$ cat src/rtl/ball_motion_ctrl_if.sv
// rtl/ball_motion_ctrl_if.sv - control strobes in, ball state out for the Pong ball engine
interface ball_motion_ctrl_if #(
  parameter int W  = 6,
  parameter int VW = 3
);
  logic          tick;
  logic          start;
  logic          paddle_hit_l;
  logic          paddle_hit_r;
  logic [W-1:0]  bx_o;
  logic [W-1:0]  by_o;
  logic          dx_neg;
  logic          dy_neg;
  logic [VW-1:0] vx_o;
  logic          in_play;
  logic          score_p1;
  logic          score_p2;

  modport slave (
    input  tick, start, paddle_hit_l, paddle_hit_r,
    output bx_o, by_o, dx_neg, dy_neg, vx_o, in_play, score_p1, score_p2
  );

  modport master (
    output tick, start, paddle_hit_l, paddle_hit_r,
    input  bx_o, by_o, dx_neg, dy_neg, vx_o, in_play, score_p1, score_p2
  );
endinterface

$ cat src/rtl/ball_motion_ctrl.sv
// rtl/ball_motion_ctrl.sv - Pong ball engine: serve, wall/paddle reflection, miss scoring
module ball_motion_ctrl #(
  parameter int         W           = 6,
  parameter int         FIELD_MAX   = 63,
  parameter int         CENTER      = 31,
  parameter int         VW          = 3,
  parameter int         SPEED_INIT  = 2,
  parameter int         VMAX        = 7,
  parameter int         SERVE_DELAY = 16,
  parameter logic [7:0] LFSR_SEED   = 8'hA5
) (
  input  logic               clk,
  input  logic               reset,
  ball_motion_ctrl_if.slave  bus
);

  typedef enum logic [1:0] {S_IDLE, S_SERVE, S_MOVE, S_SCORED} state_t;

  // Serve counter only needs to reach SERVE_DELAY-1; the final tick moves on.
  localparam int CW = (SERVE_DELAY > 1) ? $clog2(SERVE_DELAY) : 1;

  localparam logic [CW-1:0]        CNT_LAST = CW'(SERVE_DELAY - 1);
  localparam logic [W-1:0]         CENTER_V = W'(CENTER);
  localparam logic [W-1:0]         FMAX_V   = W'(FIELD_MAX);
  localparam logic [VW-1:0]        SPEED_V  = VW'(SPEED_INIT);
  localparam logic [VW-1:0]        VMAX_V   = VW'(VMAX);
  localparam logic signed [W+1:0]  FMAX_S   = (W+2)'(FIELD_MAX);
  localparam logic signed [W+1:0]  FMAX2_S  = (W+2)'(2 * FIELD_MAX);

  state_t         state_q, state_d;
  logic [CW-1:0]  cnt_q, cnt_d;
  logic [W-1:0]   bx_q, bx_d, by_q, by_d;
  logic           dx_q, dx_d, dy_q, dy_d;
  logic [VW-1:0]  vx_q, vx_d;
  logic [1:0]     vy_q, vy_d;
  logic           first_q, first_d;
  logic           sp1_q, sp1_d, sp2_q, sp2_d;
  logic [7:0]     lfsr_q;

  // Candidate positions and their reflections, all in signed W+2 bits so
  // overshoot past either edge stays representable.
  logic signed [W+1:0] bx_s, by_s, vx_s, vy_s;
  logic signed [W+1:0] nx, ny, x_lo, x_hi, y_lo, y_hi;
  logic [VW-1:0]       vx_inc;

  // Free-running Fibonacci LFSR (taps 8,6,5,4) used to randomise serves
  always_ff @(posedge clk or posedge reset) begin
    if (reset) lfsr_q <= LFSR_SEED;
    else       lfsr_q <= {lfsr_q[6:0], lfsr_q[7] ^ lfsr_q[5] ^ lfsr_q[4] ^ lfsr_q[3]};
  end

  // State and ball registers; reset aborts any rally without scoring
  always_ff @(posedge clk or posedge reset) begin
    if (reset) begin
      state_q <= S_IDLE;
      cnt_q   <= '0;
      bx_q    <= CENTER_V;
      by_q    <= CENTER_V;
      dx_q    <= 1'b0;
      dy_q    <= 1'b0;
      vx_q    <= SPEED_V;
      vy_q    <= 2'd1;
      first_q <= 1'b1;
      sp1_q   <= 1'b0;
      sp2_q   <= 1'b0;
    end else begin
      state_q <= state_d;
      cnt_q   <= cnt_d;
      bx_q    <= bx_d;
      by_q    <= by_d;
      dx_q    <= dx_d;
      dy_q    <= dy_d;
      vx_q    <= vx_d;
      vy_q    <= vy_d;
      first_q <= first_d;
      sp1_q   <= sp1_d;
      sp2_q   <= sp2_d;
    end
  end

  // Next-state and datapath: serve countdown, per-tick motion, reflection, miss detection
  always_comb begin
    state_d = state_q;
    cnt_d   = cnt_q;
    bx_d    = bx_q;
    by_d    = by_q;
    dx_d    = dx_q;
    dy_d    = dy_q;
    vx_d    = vx_q;
    vy_d    = vy_q;
    first_d = first_q;
    sp1_d   = 1'b0;
    sp2_d   = 1'b0;

    bx_s   = $signed({2'b00, bx_q});
    by_s   = $signed({2'b00, by_q});
    vx_s   = $signed({{(W+2-VW){1'b0}}, vx_q});
    vy_s   = $signed({{W{1'b0}}, vy_q});
    nx     = dx_q ? (bx_s - vx_s) : (bx_s + vx_s);
    ny     = dy_q ? (by_s - vy_s) : (by_s + vy_s);
    x_lo   = -nx;
    x_hi   = FMAX2_S - nx;
    y_lo   = -ny;
    y_hi   = FMAX2_S - ny;
    vx_inc = (vx_q >= VMAX_V) ? VMAX_V : (vx_q + 1'b1);

    case (state_q)
      S_IDLE: begin
        if (bus.start) begin
          state_d = S_SERVE;
          cnt_d   = '0;
        end
      end

      S_SERVE: begin
        if (bus.tick) begin
          if (cnt_q == CNT_LAST) begin
            state_d = S_MOVE;
            cnt_d   = '0;
            bx_d    = CENTER_V;
            by_d    = CENTER_V;
            vx_d    = SPEED_V;
            vy_d    = lfsr_q[1] ? 2'd2 : 2'd1;
            dy_d    = lfsr_q[2];
            // A miss leaves dx pointing at the losing side, which is exactly
            // the direction the next serve must travel.
            dx_d    = first_q ? lfsr_q[0] : dx_q;
            first_d = 1'b0;
          end else begin
            cnt_d = cnt_q + 1'b1;
          end
        end
      end

      S_MOVE: begin
        if (bus.tick) begin
          if (ny < 0) begin
            by_d = W'(y_lo);
            dy_d = 1'b0;
          end else if (ny > FMAX_S) begin
            by_d = W'(y_hi);
            dy_d = 1'b1;
          end else begin
            by_d = W'(ny);
          end

          if (dx_q && (nx <= 0)) begin
            if (bus.paddle_hit_l) begin
              bx_d = W'(x_lo);
              dx_d = 1'b0;
              vx_d = vx_inc;
            end else begin
              bx_d    = '0;
              state_d = S_SCORED;
              sp2_d   = 1'b1;
            end
          end else if (!dx_q && (nx >= FMAX_S)) begin
            if (bus.paddle_hit_r) begin
              bx_d = W'(x_hi);
              dx_d = 1'b1;
              vx_d = vx_inc;
            end else begin
              bx_d    = FMAX_V;
              state_d = S_SCORED;
              sp1_d   = 1'b1;
            end
          end else begin
            bx_d = W'(nx);
          end
        end
      end

      S_SCORED: begin
        state_d = S_SERVE;
        cnt_d   = '0;
      end

      default: state_d = S_IDLE;
    endcase
  end

  assign bus.bx_o     = bx_q;
  assign bus.by_o     = by_q;
  assign bus.dx_neg   = dx_q;
  assign bus.dy_neg   = dy_q;
  assign bus.vx_o     = vx_q;
  assign bus.in_play  = (state_q == S_MOVE);
  assign bus.score_p1 = sp1_q;
  assign bus.score_p2 = sp2_q;

endmodule

$ cat src/flat_wrapper.sv
// flat-port wrapper written by rule: the top's interface ports become plain ports
module ball_motion_ctrl_flat 
#(
  parameter int         W           = 6,
  parameter int         FIELD_MAX   = 63,
  parameter int         CENTER      = 31,
  parameter int         VW          = 3,
  parameter int         SPEED_INIT  = 2,
  parameter int         VMAX        = 7,
  parameter int         SERVE_DELAY = 16,
  parameter logic [7:0] LFSR_SEED   = 8'hA5
)
  (clk, reset, bus_tick, bus_start, bus_paddle_hit_l, bus_paddle_hit_r, bus_bx_o, bus_by_o, bus_dx_neg, bus_dy_neg, bus_vx_o, bus_in_play, bus_score_p1, bus_score_p2);
  ball_motion_ctrl_if #(.W(W), .VW(VW)) bus_i ();
  input  logic clk;
  input  logic reset;
  input wire logic [$bits(bus_i.tick)-1:0] bus_tick;
  input wire logic [$bits(bus_i.start)-1:0] bus_start;
  input wire logic [$bits(bus_i.paddle_hit_l)-1:0] bus_paddle_hit_l;
  input wire logic [$bits(bus_i.paddle_hit_r)-1:0] bus_paddle_hit_r;
  output wire logic [$bits(bus_i.bx_o)-1:0] bus_bx_o;
  output wire logic [$bits(bus_i.by_o)-1:0] bus_by_o;
  output wire logic [$bits(bus_i.dx_neg)-1:0] bus_dx_neg;
  output wire logic [$bits(bus_i.dy_neg)-1:0] bus_dy_neg;
  output wire logic [$bits(bus_i.vx_o)-1:0] bus_vx_o;
  output wire logic [$bits(bus_i.in_play)-1:0] bus_in_play;
  output wire logic [$bits(bus_i.score_p1)-1:0] bus_score_p1;
  output wire logic [$bits(bus_i.score_p2)-1:0] bus_score_p2;
  assign bus_i.tick = bus_tick;
  assign bus_i.start = bus_start;
  assign bus_i.paddle_hit_l = bus_paddle_hit_l;
  assign bus_i.paddle_hit_r = bus_paddle_hit_r;
  assign bus_bx_o = bus_i.bx_o;
  assign bus_by_o = bus_i.by_o;
  assign bus_dx_neg = bus_i.dx_neg;
  assign bus_dy_neg = bus_i.dy_neg;
  assign bus_vx_o = bus_i.vx_o;
  assign bus_in_play = bus_i.in_play;
  assign bus_score_p1 = bus_i.score_p1;
  assign bus_score_p2 = bus_i.score_p2;
  ball_motion_ctrl #(.W(W), .FIELD_MAX(FIELD_MAX), .CENTER(CENTER), .VW(VW), .SPEED_INIT(SPEED_INIT), .VMAX(VMAX), .SERVE_DELAY(SERVE_DELAY), .LFSR_SEED(LFSR_SEED)) u_core (.clk(clk), .reset(reset), .bus(bus_i));
endmodule
$ cat config.mk
export PLATFORM = sky130hd
export DESIGN_NAME = ball_motion_ctrl_flat
export DESIGN_NICKNAME = d
export VERILOG_FILES = /design/src/rtl/ball_motion_ctrl_if.sv /design/src/rtl/ball_motion_ctrl.sv /design/src/flat_wrapper.sv
export SDC_FILE = /design/constraint.sdc
export NUM_CORES = 1
export LEC_CHECK = 0
export CELL_PAD_IN_SITES_DETAIL_PLACEMENT = 0
export CELL_PAD_IN_SITES_GLOBAL_PLACEMENT = 1
export CORE_MARGIN = 5
export CORE_UTILIZATION = 44
export DETAILED_ROUTE_END_ITERATION = 16
export PLACE_DENSITY_LB_ADDON = 0.1
export SYNTH_ARGS = -nofsm -noshare
export SYNTH_HDL_FRONTEND = slang
export SYNTH_SLANG_ARGS = --single-unit
$ cat constraint.sdc
create_clock -name clk -period 4.5 [get_ports clk]
set_clock_uncertainty 0.05 [all_clocks]
set_input_delay 0.9 -clock clk [delete_from_list [all_inputs] [get_ports clk]]
set_output_delay 0.9 -clock clk [all_outputs]
set_load 0.02 [all_outputs]
== Yosys cells after proc, flatten, opt, wreduce, memory -nomap -nowiden ==
Index checks and enable logic that the tools add are counted.

* Bits of input ports: 6
* Logic and storage cells: 119
* Flip-flop bits (word level): 36

* Add/sub/neg operators: 10
* Bitwise operators: 3
* Reduce and logical (&&, ||, !) cells: 13
* $lt $le $gt $ge: 5
* Mux-type cells: 61
* Equality and inequality tests: 15

{| class="wikitable"
|+ Operators by type and width
! operator !! count
|-
| 6-bit 2-to-1 mux || 10
|-
| 3-bit 2-to-1 mux || 8
|-
| 6-bit case mux with 2 select lines || 2
|-
| 1-bit 2-to-1 mux || 22
|-
| 2-bit 2-to-1 mux || 9
|-
| 8-bit 2-to-1 mux || 2
|-
| 7-bit AND reduction || 2
|-
| 4-bit 2-to-1 mux || 3
|-
| 6-bit negator || 2
|-
| 4-bit case mux with 3 select lines || 1
|-
| 2-bit by 6-bit subtractor with 6-bit output (first input constant) || 2
|-
| 8-bit by 7-bit greater-or-equal comparator with 1-bit output (second input constant) || 1
|-
| 8-bit by 7-bit greater-than comparator with 1-bit output (second input constant) || 1
|-
| 8-bit by 1-bit <= comparator with 1-bit output (second input constant) || 1
|-
| 8-bit by 1-bit < comparator with 1-bit output (second input constant) || 1
|-
| 2-bit case mux with 4 select lines || 1
|-
| 8-bit AND reduction || 1
|-
| 6-bit by 2-bit adder with 7-bit output || 1
|-
| 6-bit by 3-bit adder with 7-bit output || 1
|-
| 6-bit by 2-bit subtractor with 7-bit output || 1
|-
| 6-bit by 3-bit subtractor with 7-bit output || 1
|-
| 2-bit != test (second input constant) || 3
|-
| 3-bit by 1-bit != test with 1-bit output (second input constant) || 2
|-
| 3-bit by 2-bit != test with 1-bit output (second input constant) || 2
|-
| other kinds (19) || 27
|}

== Logic depth before layout (Yosys ltp) ==
* Depth after elaboration: 8
* Mapped depth: 12
* Mapped depth without buffers: 12

== Worst setup path after synthesis ==
OpenSTA, ideal clock, no wires.

* Path type: reg-to-reg
* Start point: reg u_core.vx_q[1], in the netlist u_core.bus.vx_o[1]
* End point: reg u_core.state_q[1]
* Setup time: 0.125 ns
* Path slack: 1.207 ns
* Arrival time: 3.118 ns
* Cell stages (with the launch flop): 11
* Clock period less this slack: 3.293 ns
* Path buffers: 0
* Path through: dfstp_2 > inv_1 > fa_1 > mux2i_1 > inv_1 > ha_1 > o211ai_1 > or3_4 > a211o_1 > a311o_2 > mux2_4

* Longest elaborated chain between the ends: 7
* Elaborated cells on any way between the ends: 14
* Those cells by class: 2 x add/sub; 2 x order compare; 3 x eq/ne; 4 x mux; 3 x reduce/logical

{| class="wikitable"
|+ RTL lines
! what !! line !! source
|-
| start, declared || ball_motion_ctrl.sv:34 || <nowiki>logic [VW-1:0] vx_q, vx_d;</nowiki>
|-
| start signal, assigned || ball_motion_ctrl.sv:73 || <nowiki>vx_q <= vx_d;</nowiki>
|-
| 6-bit by 3-bit adder with 7-bit output or 6-bit by 3-bit subtractor with 7-bit output (tied branches) || ball_motion_ctrl.sv:99 || <nowiki>nx = dx_q ? (bx_s - vx_s) : (bx_s + vx_s);</nowiki>
|-
| 8-bit 2-to-1 mux (*) || ball_motion_ctrl.sv:99 ||
|-
| 8-bit by 1-bit <= comparator with 1-bit output || ball_motion_ctrl.sv:147 || <nowiki>if (dx_q && (nx <= 0)) begin</nowiki>
|-
| 1-bit logical AND || ball_motion_ctrl.sv:147 ||
|-
| 2-bit 2-to-1 mux || ball_motion_ctrl.sv:147 ||
|-
| 2-bit 2-to-1 mux || ball_motion_ctrl.sv:136 || <nowiki>if (bus.tick) begin</nowiki>
|-
| 2-bit case mux with 4 select lines || ball_motion_ctrl.sv:107 || <nowiki>case (state_q)</nowiki>
|-
| end signal, assigned || ball_motion_ctrl.sv:67 || <nowiki>state_q <= state_d;</nowiki>
|-
| end, declared || ball_motion_ctrl.sv:30 || <nowiki>state_t state_q, state_d;</nowiki>
|}

Every way passes the cells marked *; elsewhere a longest branch is shown, timed or not. The select of a mux whose other input is x is not followed.
A chain may end at the register's enable or synchronous reset.

== Worst setup path after layout ==
Ends and elaborated chain as after synthesis.

==> results summary <==
The count of instances resized after the clock tree is built came out at 0. The routed via count divided by cell count is 5.60. The number of standard-cell rows in the floorplan came out at 28. The required time of the worst setup path is 4.63 ns.

Global routing used 16.8% of the available tracks across all layers. The power density normalized to cell area is 771 nW/um^2. For this run, the leading register cell type out of synthesis is sky130_fd_sc_hd__dfrtp_1.

Clock tree synthesis selected as its root buffer the cell sky130_fd_sc_hd__clkbuf_8. The total die area came out at 7580 um^2. The number of antenna cells inserted is 0.

The worst slew slack as a fraction of its limit is 52.0%. The post-detailed-route count of antenna-violating nets came out at 0. The number of enable flip-flop cells after synthesis came out at 0. Along the worst path, the maximum fanout reaches 7. The number of hold buffers added after cts came out at 0. The floorplan core area is 5850 um^2. The TritonCTS buffer count came out at 5. The endpoint arrival time on the critical path is 3.64 ns. Yosys mapped the design onto 62 distinct sky130hd cell types. The depth of the CTS H-tree is 2. The HPWL after detailed placement is 4510 um. The share of async-settable or async-resettable flops after synthesis is 100%. The pin slew with the least headroom to its limit came out at 0.720 ns. The worst setup path is launched from a register. The area occupied by registers is 922 um^2. The remaining global-route overflow came out at 0. The final weighted congestion of routability-driven global placement came out at 0.929. The final routed wire length divided by cell count came out at 15.6 um. The area of all placed cells without fillers is 3030 um^2. The area used by multi-input combinational logic came out at 1570 um^2. The count of TritonRoute iterations in the first routing pass is 5. Sorting the synthesized cells by how often they occur yields sky130_fd_sc_hd__inv_1 (25), sky130_fd_sc_hd__ha_1 (23), sky130_fd_sc_hd__o21ai_0 (21), sky130_fd_sc_hd__nor2_1 (20).

After clock tree synthesis, the clock-pin slew on the worst setup and hold paths is 0.08 ns. Among all cell types in the netlist, the one instantiated most often is sky130_fd_sc_hd__inv_1. Static timing analysis puts the maximum clock frequency at 285 MHz. The worst setup path is captured at a register.

The total of buffers placed on input and output ports came out at 25. The number of global-route vias before repair came to 2032. Max-cap violations in this run came to 0. After detailed routing, the total wire length is 5990 um. Ranked by total cell area, the synthesized netlist is headed by sky130_fd_sc_hd__dfrtp_1 (18%), sky130_fd_sc_hd__dfstp_2 (17%), sky130_fd_sc_hd__ha_1 (11%).

The summed instance area of the synthesized netlist came out at 2620 um^2. Summed over all instances, the cell type with the most area after synthesis is sky130_fd_sc_hd__dfrtp_1. The first global-routing pass estimated 10000 um of wire. The final layout contains 342 nets.

The run finished with clean final reports. The initial detailed-routing violation count is 112. TritonCTS built the clock tree.

The number of fillers in the final layout is 557. The overall power of the completed layout is 0.00234 W. The ratio of final minimum period to clock period came out at 77.9%.

The gate count after technology mapping came out at 279. Entering global routing, the biggest net connects 37 pins. The hold violation count in the final report came out at 0. The sequential cell area fraction in the yosys report came out at 35.3%. The number of setup violations in the final report is 0.

The min-delay analysis places its worst path in the category reg2reg. The critical path start-end classification is reg2reg. The post-route netlist has 14.5% of its cells at a drive strength greater than 1. The starting density of the core is 44.7%. Summed over its instances, the top area cell type makes up 18.2% of the synthesized netlist area. The total setup buffers inserted after CTS is 0. At the later pin of the worst-skew pair, clock insertion delay measures 0.29 ns. The mean post-synth cell area came out at 9.37 um^2.

Setup repair after global routing left no endpoint under its margin. When the netlist entered floorplanning its net count stood at 312. The number of placed I/O pins is 26. The number of antenna violations at the first check in global routing is 0.

The worst supply voltage drop on vdd is 0.000333 V. The clock period minus final worst setup slack is 3.50 ns. During synthesis, Yosys emitted a total of 0 warnings. The area growth from synthesis to layout is 15.9%. The detailed-route DRC error count came out at 0. The post-place setup slack came out at 1.02 ns. The cell leakage power is 1.36 nW.

The TritonCTS sink count is 36. The height of the die is 87.1 um. The maximum count of clock buffers along a single path came out at 2. The number of max-slew violations in the final report came out at 0.

The die is 87.1 um wide. Across all hold checks on the routed design, the worst slack comes to 0.308 ns. The via count came out at 2156. The sum of negative setup slack is 0 ns.

The placed standard-cell area came out at 2940 um^2. The minimum setup slack in the final design is 0.997 ns. After synthesis the netlist holds a flip-flop and latch count of 36.
==> worst paths after layout <==
path / from / endpoint / slack [ns] / depth (start not counted)
max: u_core.bus.vx_o[1] / u_core.state_q[1] / 1.0 / 10
min: u_core.lfsr_q[6] / u_core.lfsr_q[7] / 0.31 / 0
max reg2reg: u_core.bus.vx_o[1] / u_core.state_q[1] / 1.0 / 10
min reg2reg: u_core.lfsr_q[6] / u_core.lfsr_q[7] / 0.31 / 0
max in group asynchronous: reset / u_core.bus.by_o[0] / 3.09 / 3
min in group asynchronous: reset / u_core.cnt_q[3] / 0.96 / 3
==> logic make-up after synthesis <==
logic type | count (synthesis) | share of synthesized area [%]
buffers and inverters | 29 | 4.88
flip-flops | 36 | 35.3
AO/OA/AOI/OAI | 75 | 18.8
AND/OR/NAND/NOR | 89 | 17.7
adder cells (fa/ha/maj) | 27 | 14.1
XOR/XNOR | 12 | 4.59
multiplexers | 11 | 4.74
==> layout make-up <==
cell class,count,area share (%)
clock inverters,3,0.702
inverters,25,3.10
flip-flops and latches,36,30.4
multi-input cells,214,51.7
clock buffers,5,2.27
well taps,75,3.10
repair buffers,27,8.75
==> metrics by stage <==
step | instances | util [%]
after floorplan | 279 | -
after global placement | 377 | 50.3
after detailed placement | 377 | 50.3
after CTS | 385 | 51.8
after global routing | 385 | 51.8
final | 385 | 51.8
==> per-layer routing <==
layer  global-route usage [%]  vias to the layer above  part of all wire (%)
met5                        0                        -                     0
met3                     3.03                        2                   5.3
li1                         -                     1051                     -
met2                     27.4                       63                    48
met4                     4.88                        0                  0.63
met1                     22.8                     1040                    47
==> placed cells by master (no fill, tap or decap), types with 3 or more instances in the layout <==
cell type and instances:
sky130_fd_sc_hd__inv_1 25, sky130_fd_sc_hd__and3_1 6, sky130_fd_sc_hd__nor3_1 4, sky130_fd_sc_hd__o21ai_0 21, sky130_fd_sc_hd__fa_1 4, sky130_fd_sc_hd__clkbuf_8 5, sky130_fd_sc_hd__a21oi_1 19, sky130_fd_sc_hd__nand2_1 19
sky130_fd_sc_hd__nand2b_1 5, sky130_fd_sc_hd__o211ai_1 3, sky130_fd_sc_hd__clkdlybuf4s50_1 25, sky130_fd_sc_hd__nor2_1 20, sky130_fd_sc_hd__o21a_1 4, sky130_fd_sc_hd__nand3_1 12, sky130_fd_sc_hd__xnor2_1 8, sky130_fd_sc_hd__nor2b_1 7
sky130_fd_sc_hd__mux2i_1 5, sky130_fd_sc_hd__ha_1 23, sky130_fd_sc_hd__dfstp_2 17, sky130_fd_sc_hd__dfrtp_1 19, sky130_fd_sc_hd__mux2_2 4
==> registers in the layout (all words and copies together) (netlist names) <==
| register | count |
|---|---|
| u_core.bus.score_p1 | 1 |
| u_core.first_q | 1 |
| u_core.state_q | 2 |
| u_core.bus.score_p2 | 1 |
| u_core.cnt_q | 4 |
| u_core.bus.vx_o | 3 |
| u_core.bus.dx_neg | 1 |
| u_core.lfsr_q | 8 |
| u_core.bus.dy_neg | 1 |
| u_core.bus.bx_o | 6 |
| u_core.vy_q | 2 |
| u_core.bus.by_o | 6 |
==> critical path: stages, from the launching register on <==
cell and delay [ns]:
sky130_fd_sc_hd__dfstp_2 0.61, sky130_fd_sc_hd__inv_1 0.10, sky130_fd_sc_hd__fa_1 0.46, sky130_fd_sc_hd__inv_1 0.10, sky130_fd_sc_hd__mux2i_2 0.10, sky130_fd_sc_hd__xnor2_2 0.30
sky130_fd_sc_hd__o211ai_1 0.17, sky130_fd_sc_hd__or3_4 0.42, sky130_fd_sc_hd__a211o_1 0.36, sky130_fd_sc_hd__a311o_2 0.42, sky130_fd_sc_hd__mux2_4 0.30
==> power by group <==
group / internal (W) / total (W) / switching (W)
Sequential: 0.000435 / 0.000567 / 0.000132
Combinational: 0.000673 / 0.00153 / 0.000854
Clock: 0.000110 / 0.000241 / 0.000131
Note: power is estimated with default switching activity, not from simulation.
